**src/rtl/unified_mem_arbiter.sv**
```systemverilog
`default_nettype none
// ============================================================================
// Module   : unified_mem_arbiter
// Purpose  : Shares one single-ported synchronous memory between the
//            instruction-fetch requester and the load/store requester.
//            Each transaction is latched at grant and then sequenced
//            through IDLE -> ACCESS -> (WAIT) -> DONE. The FSM pulses the
//            granted port's ack and registers read data for each port
//            separately.
// Ports    : clk, rst (async, active-low)
//            if_req/if_addr -> if_ack/if_rdata      fetch port (reads only)
//            d_req/d_we/d_addr/d_wdata -> d_ack/d_rdata   load/store port
//            mem_en/mem_we/mem_addr/mem_wdata, mem_rdata  memory side
//            busy : high whenever the FSM is not idle
// Options  : ARB_ROUND_ROBIN_EN -- when defined, a tie goes to the port
//            that did not win the previous grant. When undefined, data
//            always wins a tie.
// Revision : 1.0 - initial release
// ============================================================================
module unified_mem_arbiter #(
  parameter int ADDR_W  = 8,
  parameter int DATA_W  = 32,
  parameter int MEM_LAT = 1
) (
  input  logic              clk,
  input  logic              rst,
  input  logic              if_req,
  input  logic [ADDR_W-1:0] if_addr,
  output logic              if_ack,
  output logic [DATA_W-1:0] if_rdata,
  input  logic              d_req,
  input  logic              d_we,
  input  logic [ADDR_W-1:0] d_addr,
  input  logic [DATA_W-1:0] d_wdata,
  output logic              d_ack,
  output logic [DATA_W-1:0] d_rdata,
  output logic              mem_en,
  output logic              mem_we,
  output logic [ADDR_W-1:0] mem_addr,
  output logic [DATA_W-1:0] mem_wdata,
  input  logic [DATA_W-1:0] mem_rdata,
  output logic              busy
);

  localparam logic [1:0] S_IDLE   = 2'd0;
  localparam logic [1:0] S_ACCESS = 2'd1;
  localparam logic [1:0] S_WAIT   = 2'd2;
  localparam logic [1:0] S_DONE   = 2'd3;

  localparam logic [3:0] C_MEM_LAT = 4'(MEM_LAT);

  logic [1:0]        r_state;
  logic [ADDR_W-1:0] r_addr;
  logic [DATA_W-1:0] r_wdata;
  logic              r_we;
  logic              r_gnt_d;     // 1 = current transaction belongs to the data port
  logic [3:0]        r_cnt;
  logic [DATA_W-1:0] r_if_rdata;
  logic [DATA_W-1:0] r_d_rdata;

  logic              w_grant;
  logic              w_gnt_d;

`ifdef ARB_ROUND_ROBIN_EN
  logic              r_last_d;    // 1 = last grant went to the data port

  always_comb begin
    w_grant = if_req | d_req;
    if (if_req && d_req) begin
      w_gnt_d = ~r_last_d;
    end else begin
      w_gnt_d = d_req;
    end
  end

  always_ff @(posedge clk or negedge rst) begin
    if (!rst) begin
      r_last_d <= 1'b1;
    end else if (r_state == S_IDLE && w_grant) begin
      r_last_d <= w_gnt_d;
    end
  end
`else
  // Data wins every tie, so the grant reduces to "data asked".
  always_comb begin
    w_grant = if_req | d_req;
    w_gnt_d = d_req;
  end
`endif

  always_ff @(posedge clk or negedge rst) begin
    if (!rst) begin
      r_state    <= S_IDLE;
      r_addr     <= '0;
      r_wdata    <= '0;
      r_we       <= 1'b0;
      r_gnt_d    <= 1'b0;
      r_cnt      <= '0;
      r_if_rdata <= '0;
      r_d_rdata  <= '0;
    end else begin
      case (r_state)
        S_IDLE: begin
          if (w_grant) begin
            // Latch the winner so later input changes cannot disturb it.
            r_gnt_d <= w_gnt_d;
            r_addr  <= w_gnt_d ? d_addr : if_addr;
            r_we    <= w_gnt_d & d_we;
            r_wdata <= w_gnt_d ? d_wdata : '0;
            r_state <= S_ACCESS;
          end
        end
        S_ACCESS: begin
          if (r_we) begin
            r_state <= S_DONE;
          end else begin
            r_cnt   <= C_MEM_LAT;
            r_state <= S_WAIT;
          end
        end
        S_WAIT: begin
          r_cnt <= r_cnt - 4'd1;
          // When the count reaches 1, mem_rdata is valid in this cycle.
          if (r_cnt == 4'd1) begin
            if (r_gnt_d) begin
              r_d_rdata <= mem_rdata;
            end else begin
              r_if_rdata <= mem_rdata;
            end
            r_state <= S_DONE;
          end
        end
        S_DONE: begin
          r_state <= S_IDLE;
        end
        default: begin
          r_state <= S_IDLE;
        end
      endcase
    end
  end

  assign mem_en    = (r_state == S_ACCESS);
  assign mem_we    = mem_en & r_we;
  assign mem_addr  = r_addr;
  assign mem_wdata = r_wdata;
  assign if_ack    = (r_state == S_DONE) & ~r_gnt_d;
  assign d_ack     = (r_state == S_DONE) &  r_gnt_d;
  assign if_rdata  = r_if_rdata;
  assign d_rdata   = r_d_rdata;
  assign busy      = (r_state != S_IDLE);

endmodule
`default_nettype wire

```
**config.mk**
```make
export PLATFORM = sky130hd
export DESIGN_NAME = unified_mem_arbiter
export DESIGN_NICKNAME = d
export VERILOG_FILES = /design/src/rtl/unified_mem_arbiter.sv
export SDC_FILE = /design/constraint.sdc
export NUM_CORES = 1
export LEC_CHECK = 0
export ABC_AREA = 0
export BUFFER_PORTS_ARGS = -buffer_cell sky130_fd_sc_hd__buf_2
export CAP_MARGIN = 10
export CELL_PAD_IN_SITES_DETAIL_PLACEMENT = 1
export CELL_PAD_IN_SITES_GLOBAL_PLACEMENT = 1
export CORE_UTILIZATION = 33
export CTS_CLUSTER_SIZE = 20
export DETAILED_ROUTE_END_ITERATION = 7
export PLACE_DENSITY_LB_ADDON = 0.05
export RECOVER_POWER = 100
export SETUP_SLACK_MARGIN = 0.5
export SYNTH_ARGS = -nofsm -noshare
export SYNTH_HDL_FRONTEND = slang
export SYNTH_SLANG_ARGS = --single-unit
```
**constraint.sdc**
```tcl
create_clock -name clk -period 2.11 [get_ports clk]
set_clock_uncertainty 0.15 [all_clocks]
set_input_delay 0.1055 -clock clk [delete_from_list [all_inputs] [get_ports clk]]
set_output_delay 0.1055 -clock clk [all_outputs]
set_load 0.03 [all_outputs]
```
==> impl_metrics.toml, run 1 <==
[run_status]
outcome = "finished, violations left"
violations = "negative setup slack"

[cells_and_area]
design_area_um2 = 7220
final_cell_mix = "clkbuf_1 (113), dfrtp_1 (110), buf_2 (85)"
layout_commonest_cell = "clkbuf_1"
post-route-util = 0.543
drive_above_1_share = 0.325
diodes = 0
nFillCells = 1498
final_nets = 767
area_growth_pct = 59.5

[yosys]
synth-seq-area-share = 0.619
synth_area_leaders = "dfrtp_1 (62%), mux2_2 (17%), nand2_1 (6.6%)"
syn_area_um2 = 4520
yosysTopAreaCell = "dfrtp_1"
ys_ff_latch = 112
synth_top_cell_area_share = 0.619
yosys_warnings = 0
synthesis.nets = 458
synth_cells = 366
avgSynthCellArea_um2 = 12.4
synth_cell_types = 27

[clocking]
cts_buffer_depth = 2
cts_root_buf = "clkbuf_16"
clk_latency_ns = 0.35
cts_buffers = 9
clk_pin_slew_worst_paths_ns = 0.08
cts_tree = "yes"
cts_sinks = 112
htree_levels = 3

[detailed_routing]
num_vias = 3998
totalWireLength_um = 14900
drt_iter0_markers = 129
final_antenna_net_count = 0
routedWlPerCell_um = 17.4
via_per_inst = 4.67
firstDrtPassIters = 4
post-route-drc-count = 0

[timing]
hold_violations = 0
setup_slack_ns = -0.0397
finalSetupTns_ns = -0.429
fin_crit_ns = 2.15
fmax_mhz = 465
slew_viol_final = 0
post-route-period-util = 1.02
tightest_slew_ns = 0.993
setup_viol = 20
rsz0062_at_grt = "true"
relSlewSlack = 0.338

[global_routing]
grt.total_usage = 0.203
grt_overflow_total = 0
antenna_found_initial = 0
grt_max_degree = 44
grt_pass1_wl_um = 22300
grt_pass1_vias = 4342

[critical_path]
reg2reg_depth = 7
worstSetupPathType = "reg -> reg"
endpoint_kind = "flip-flop"
path_cells = "inv_2, ha_4, or3b_4, nor3b_4, buf_4, buf_12, mux2_2"
critPathMaxFanout = 16
cp_slowest_cell = "dfrtp_1"
cp.arrival_ns = 2.25
required_ns = 2.21
r2r-end = "if_rdata[4]"
max_stage_delay_ns = 0.40
r2r_slack_ns = -0.04
worst_setup_path_start_kind = "flip-flop"
reg2reg_from = "r_cnt[1]"

[power]
leakagePower_nw = 3.48
powerDensity_nw_per_um2 = 1670
worst_ir_drop_vdd_v = 0.000575
p_total_mw = 12.1

[place]
globalplace.congestion = 0.717
place_hpwl_um = 8220
placed_area_um2 = 5800
portBuffers = 193

[die]
num_rows = 42
start_util = 0.340
core_um2 = 13300
dieArea_um2 = 14200
die_w_um = 119
pin_count = 194
die_y_um = 119

[min_path]
holdPathStages = 4
whs_endpoint = "mem_addr[5]"
hold_start = "if_req"
hold_class = "in -> reg"

[flow_run]
max_cap_violations = 0
[kinds of logic (layout without fill, tap and decap cells)]
kind of cell / after synthesis / in the layout / share of synthesized area
AND/OR/NAND/NOR: 126 / 126 / 0.124
flip-flops: 112 / 112 / 0.619
multiplexers: 75 / 75 / 0.184
buffers and inverters: 27 / 339 / 0.0282
AO/OA/AOI/OAI: 19 / 21 / 0.0241
adder cells (fa/ha/maj): 7 / 7 / 0.0194
[per-stage QoR]
| stage | setup WS (ns) | hold slack [ns] | instances |
|---|---|---|---|
| after global placement | 0.0270 | -0.0391 | 726 |
| after detailed placement | -0.0259 | -0.0390 | 726 |
| after CTS | 0.0112 | 0.0663 | 847 |
| after global routing | -0.0894 | 0.109 | 856 |
| final | -0.0397 | 0.0597 | 856 |
| after floorplan | 0.0523 | -0.340 | 366 |
[registers in the layout (all words and copies together), names as in the netlist]
register and flops:
d_rdata 32, if_rdata 32, mem_addr 8, mem_wdata 32
r_cnt 4, r_gnt_d 1, r_state 2, r_we 1
[power by group]
part,internal (mW),total [mW],switching [mW]
Combinational,2.35,6.45,4.11
Sequential,3.26,3.93,0.675
Clock,0.829,1.69,0.866
[worst max-delay path, delay by kind of cell, from the launching register on]
family,cells,cell delay (ns)
buf+inv,3,0.40
mux,1,0.35
flops,1,0.40
simple gates,2,0.61
fa+ha+maj,1,0.13
[how the worst max path moves through the flow]
stage	startpoint	end	slack, ns	depth (start not counted)
after floorplan	r_cnt[1]	if_rdata[10]	0.05	6
after global placement	r_cnt[1]	if_rdata[24]	0.03	6
after detailed placement	r_cnt[1]	if_rdata[25]	-0.03	6
after CTS	r_cnt[1]	if_rdata[20]	0.01	7
after global routing	r_cnt[1]	if_rdata[4]	-0.09	7
final	r_cnt[1]	if_rdata[4]	-0.04	7
[timing repair]
item,4_1_cts,5_1_grt
hold endpoints to repair,175,0
hold buffers,83,0
gates resized for setup,37,65
endpoints found under the setup margin,103,110
gates cloned,5,2
pin swaps,4,3
buffers inserted,17,7
[layer usage]
layer | routed length [um] | share of wire | GRT usage | vias to the layer above
met2 | 7720 | 0.52 | 0.366 | 131
met4 | 220 | 0.015 | 0.0759 | 0
met1 | 6100 | 0.41 | 0.233 | 1994
li1 | - | - | - | 1859
met5 | 0 | 0 | 0 | -
met3 | 824 | 0.055 | 0.0465 | 14
[cells in the mapped netlist (all sizes together)]
cell     number
dfrtp       112
nand2        79
mux2         67
nand3        33
clkbuf       15
o21ai        11
mux2i         8
ha            7
buf           6
inv           6
a21oi         4
nor2          3
nor3b         3
nor3          2
a211o         1
a211oi        1
a22o          1
a2bb2oi       1
and2          1
and3          1
and4b         1
nand4         1
nor2b         1
or3b          1
[layout make-up]
| cell class | count | area, um^2 | area share |
|---|---|---|---|
| clock buffer | 9 | 225 | 0.0312 |
| sequential | 112 | 2810 | 0.389 |
| timing repair buffer | 317 | 2020 | 0.280 |
| multi-input combinational | 229 | 1860 | 0.257 |
| tap | 176 | 220 | 0.0305 |
| clock inverter | 7 | 61.3 | 0.00850 |
| inverter | 6 | 26.3 | 0.00364 |
Note: power is estimated with default switching activity, not from simulation.
==> run 2, diff against run 1 <==
--- a/config.mk
+++ b/config.mk
@@ -6,7 +6,7 @@
 export NUM_CORES = 1
 export LEC_CHECK = 0
 export ABC_AREA = 0
-export BUFFER_PORTS_ARGS = -buffer_cell sky130_fd_sc_hd__buf_2
+export BUFFER_PORTS_ARGS = -buffer_cell sky130_fd_sc_hd__clkbuf_2
 export CAP_MARGIN = 10
 export CELL_PAD_IN_SITES_DETAIL_PLACEMENT = 1
 export CELL_PAD_IN_SITES_GLOBAL_PLACEMENT = 1
==> impl_metrics.toml, run 2 (synthesized netlist as in run 1, its figures left out) <==
[run_status]
outcome = "finished, violations left"
violations = "negative setup slack"

[timing]
post-route-period-util = 1.03
fin_hold_ws_ns = 0.0915
rsz0062_at_grt = "true"
relSlewSlack = 0.377
slew_viol_final = 0
setup_viol = 25
setup_slack_ns = -0.0529
fmax_mhz = 462
tightest_slew_ns = 0.934
hold_violations = 0
finalSetupTns_ns = -0.643
fin_crit_ns = 2.16

[clocking]
clk_pin_slew_worst_paths_ns = 0.07
htree_levels = 3
cts_tree = "yes"
clk_latency_ns = 0.35
cts_buffer_depth = 2
cts_buffers = 9
cts_root_buf = "clkbuf_16"
cts_sinks = 112

[critical_path]
cp.arrival_ns = 2.25
critPathMaxFanout = 8
required_ns = 2.20
endpoint_kind = "flip-flop"
worst_setup_path_start_kind = "flip-flop"
worstSetupPathType = "reg -> reg"

[flow_run]
max_cap_violations = 0

[detailed_routing]
num_vias = 4053
via_per_inst = 4.67
drt_iter0_markers = 132
firstDrtPassIters = 4
totalWireLength_um = 15800
final_antenna_net_count = 0
post-route-drc-count = 0
routedWlPerCell_um = 18.3

[place]
dp_slack_ns = -0.0238
portBuffers = 193
placed_area_um2 = 5780
place_hpwl_um = 8480
globalplace.congestion = 0.726

[power]
combinationalPowerShare = 0.554
internal_power_mw = 7.21
switching_share = 0.455
powerDensity_nw_per_um2 = 1700
leakagePower_nw = 3.76
p_total_mw = 13.2
p_switching_mw = 6.02
seq_power_share = 0.306
worst_ir_drop_vdd_v = 0.000702
pwr-share-clk = 0.140

[global_routing]
antenna_found_initial = 0
grt_max_degree = 60
grt.total_usage = 0.210
grt_pass1_vias = 4319
grt_overflow_total = 0
grt_pass1_wl_um = 23100

[die]
die_y_um = 119
num_rows = 42
die_w_um = 119
pin_count = 194
start_util = 0.340
core_um2 = 13300
dieArea_um2 = 14200

[cells_and_area]
design_area_um2 = 7800
final_cell_mix = "clkbuf_1 (112), dfrtp_1 (111), clkbuf_2 (90)"
diodes = 0
final_nets = 778
drive_above_1_share = 0.408
layout_commonest_cell = "clkbuf_1"
nFillCells = 1435
area_growth_pct = 72.4

[min_path]
hold_class = "in -> reg"
## run 2: path summary, 6_finish.rpt
check	startpoint	to	slack, ns	cells after the start
worst min register to register	mem_wdata[31]	mem_wdata[31]	0.33	2
worst max register to register	r_cnt[1]	if_rdata[8]	-0.05	7
min in group asynchronous	rst	d_rdata[20]	0.25	2
worst min-delay path	if_req	mem_addr[5]	0.09	3
max in group asynchronous	rst	mem_wdata[31]	0.26	3
worst max-delay path	r_cnt[1]	if_rdata[8]	-0.05	7
## run 2: metal layers
layer | global-route usage | routed length, um | vias up
met5 | 0 | 0 | -
met4 | 0.0854 | 343 | 0
met3 | 0.0455 | 866 | 26
met2 | 0.366 | 8160 | 147
met1 | 0.249 | 6480 | 1990
li1 | - | - | 1890
## run 2: timing repair
| action | CTS | global route |
|---|---|---|
| endpoints found under the hold margin | 139 | 0 |
| resized for setup | 37 | 186 |
| endpoints found under the setup margin | 109 | 105 |
| buffers inserted | 13 | 18 |
| gates cloned | 5 | 6 |
| hold buffers | 83 | 0 |
| pin swaps | 6 | 48 |
## run 2: worst max-delay path, cell delays in order (launching register included)
cell	delay (ns)
dfrtp_1	0.39
inv_2	0.09
ha_4	0.13
or3b_4	0.40
nor3b_4	0.23
buf_6	0.16
clkbuf_16	0.16
mux2_2	0.34
## run 2: power by group through the flow
stage / clock network (mW) / logic, mW / registers (mW)
4_1_cts: 1.90 / 6.41 / 3.92
2_1_floorplan: 0 / 1.89 / 5.90
3_5_place_dp: 0 / 5.70 / 3.94
3_3_place_gp: 0 / 5.59 / 3.87
6_report: 1.85 / 7.33 / 4.05
5_1_grt: 1.99 / 7.78 / 4.19
## run 2: final cells by class
| type | instances | area [um^2] | area share |
|---|---|---|---|
| Clock buffer | 10 | 229 | 0.0294 |
| Clock inverter | 6 | 90.1 | 0.0116 |
| Inverter | 6 | 40.0 | 0.00513 |
| Multi-Input combinational cell | 230 | 2140 | 0.274 |
| Sequential cell | 112 | 2800 | 0.360 |
| Tap cell | 176 | 220 | 0.0282 |
| Timing Repair Buffer | 327 | 2280 | 0.292 |
## run 2: per-stage QoR
stage / std cells / utilization
after floorplan: 366 / -
after global placement: 726 / 0.435
after detailed placement: 726 / 0.435
after CTS: 843 / 0.548
after global routing: 867 / 0.587
final: 867 / 0.587
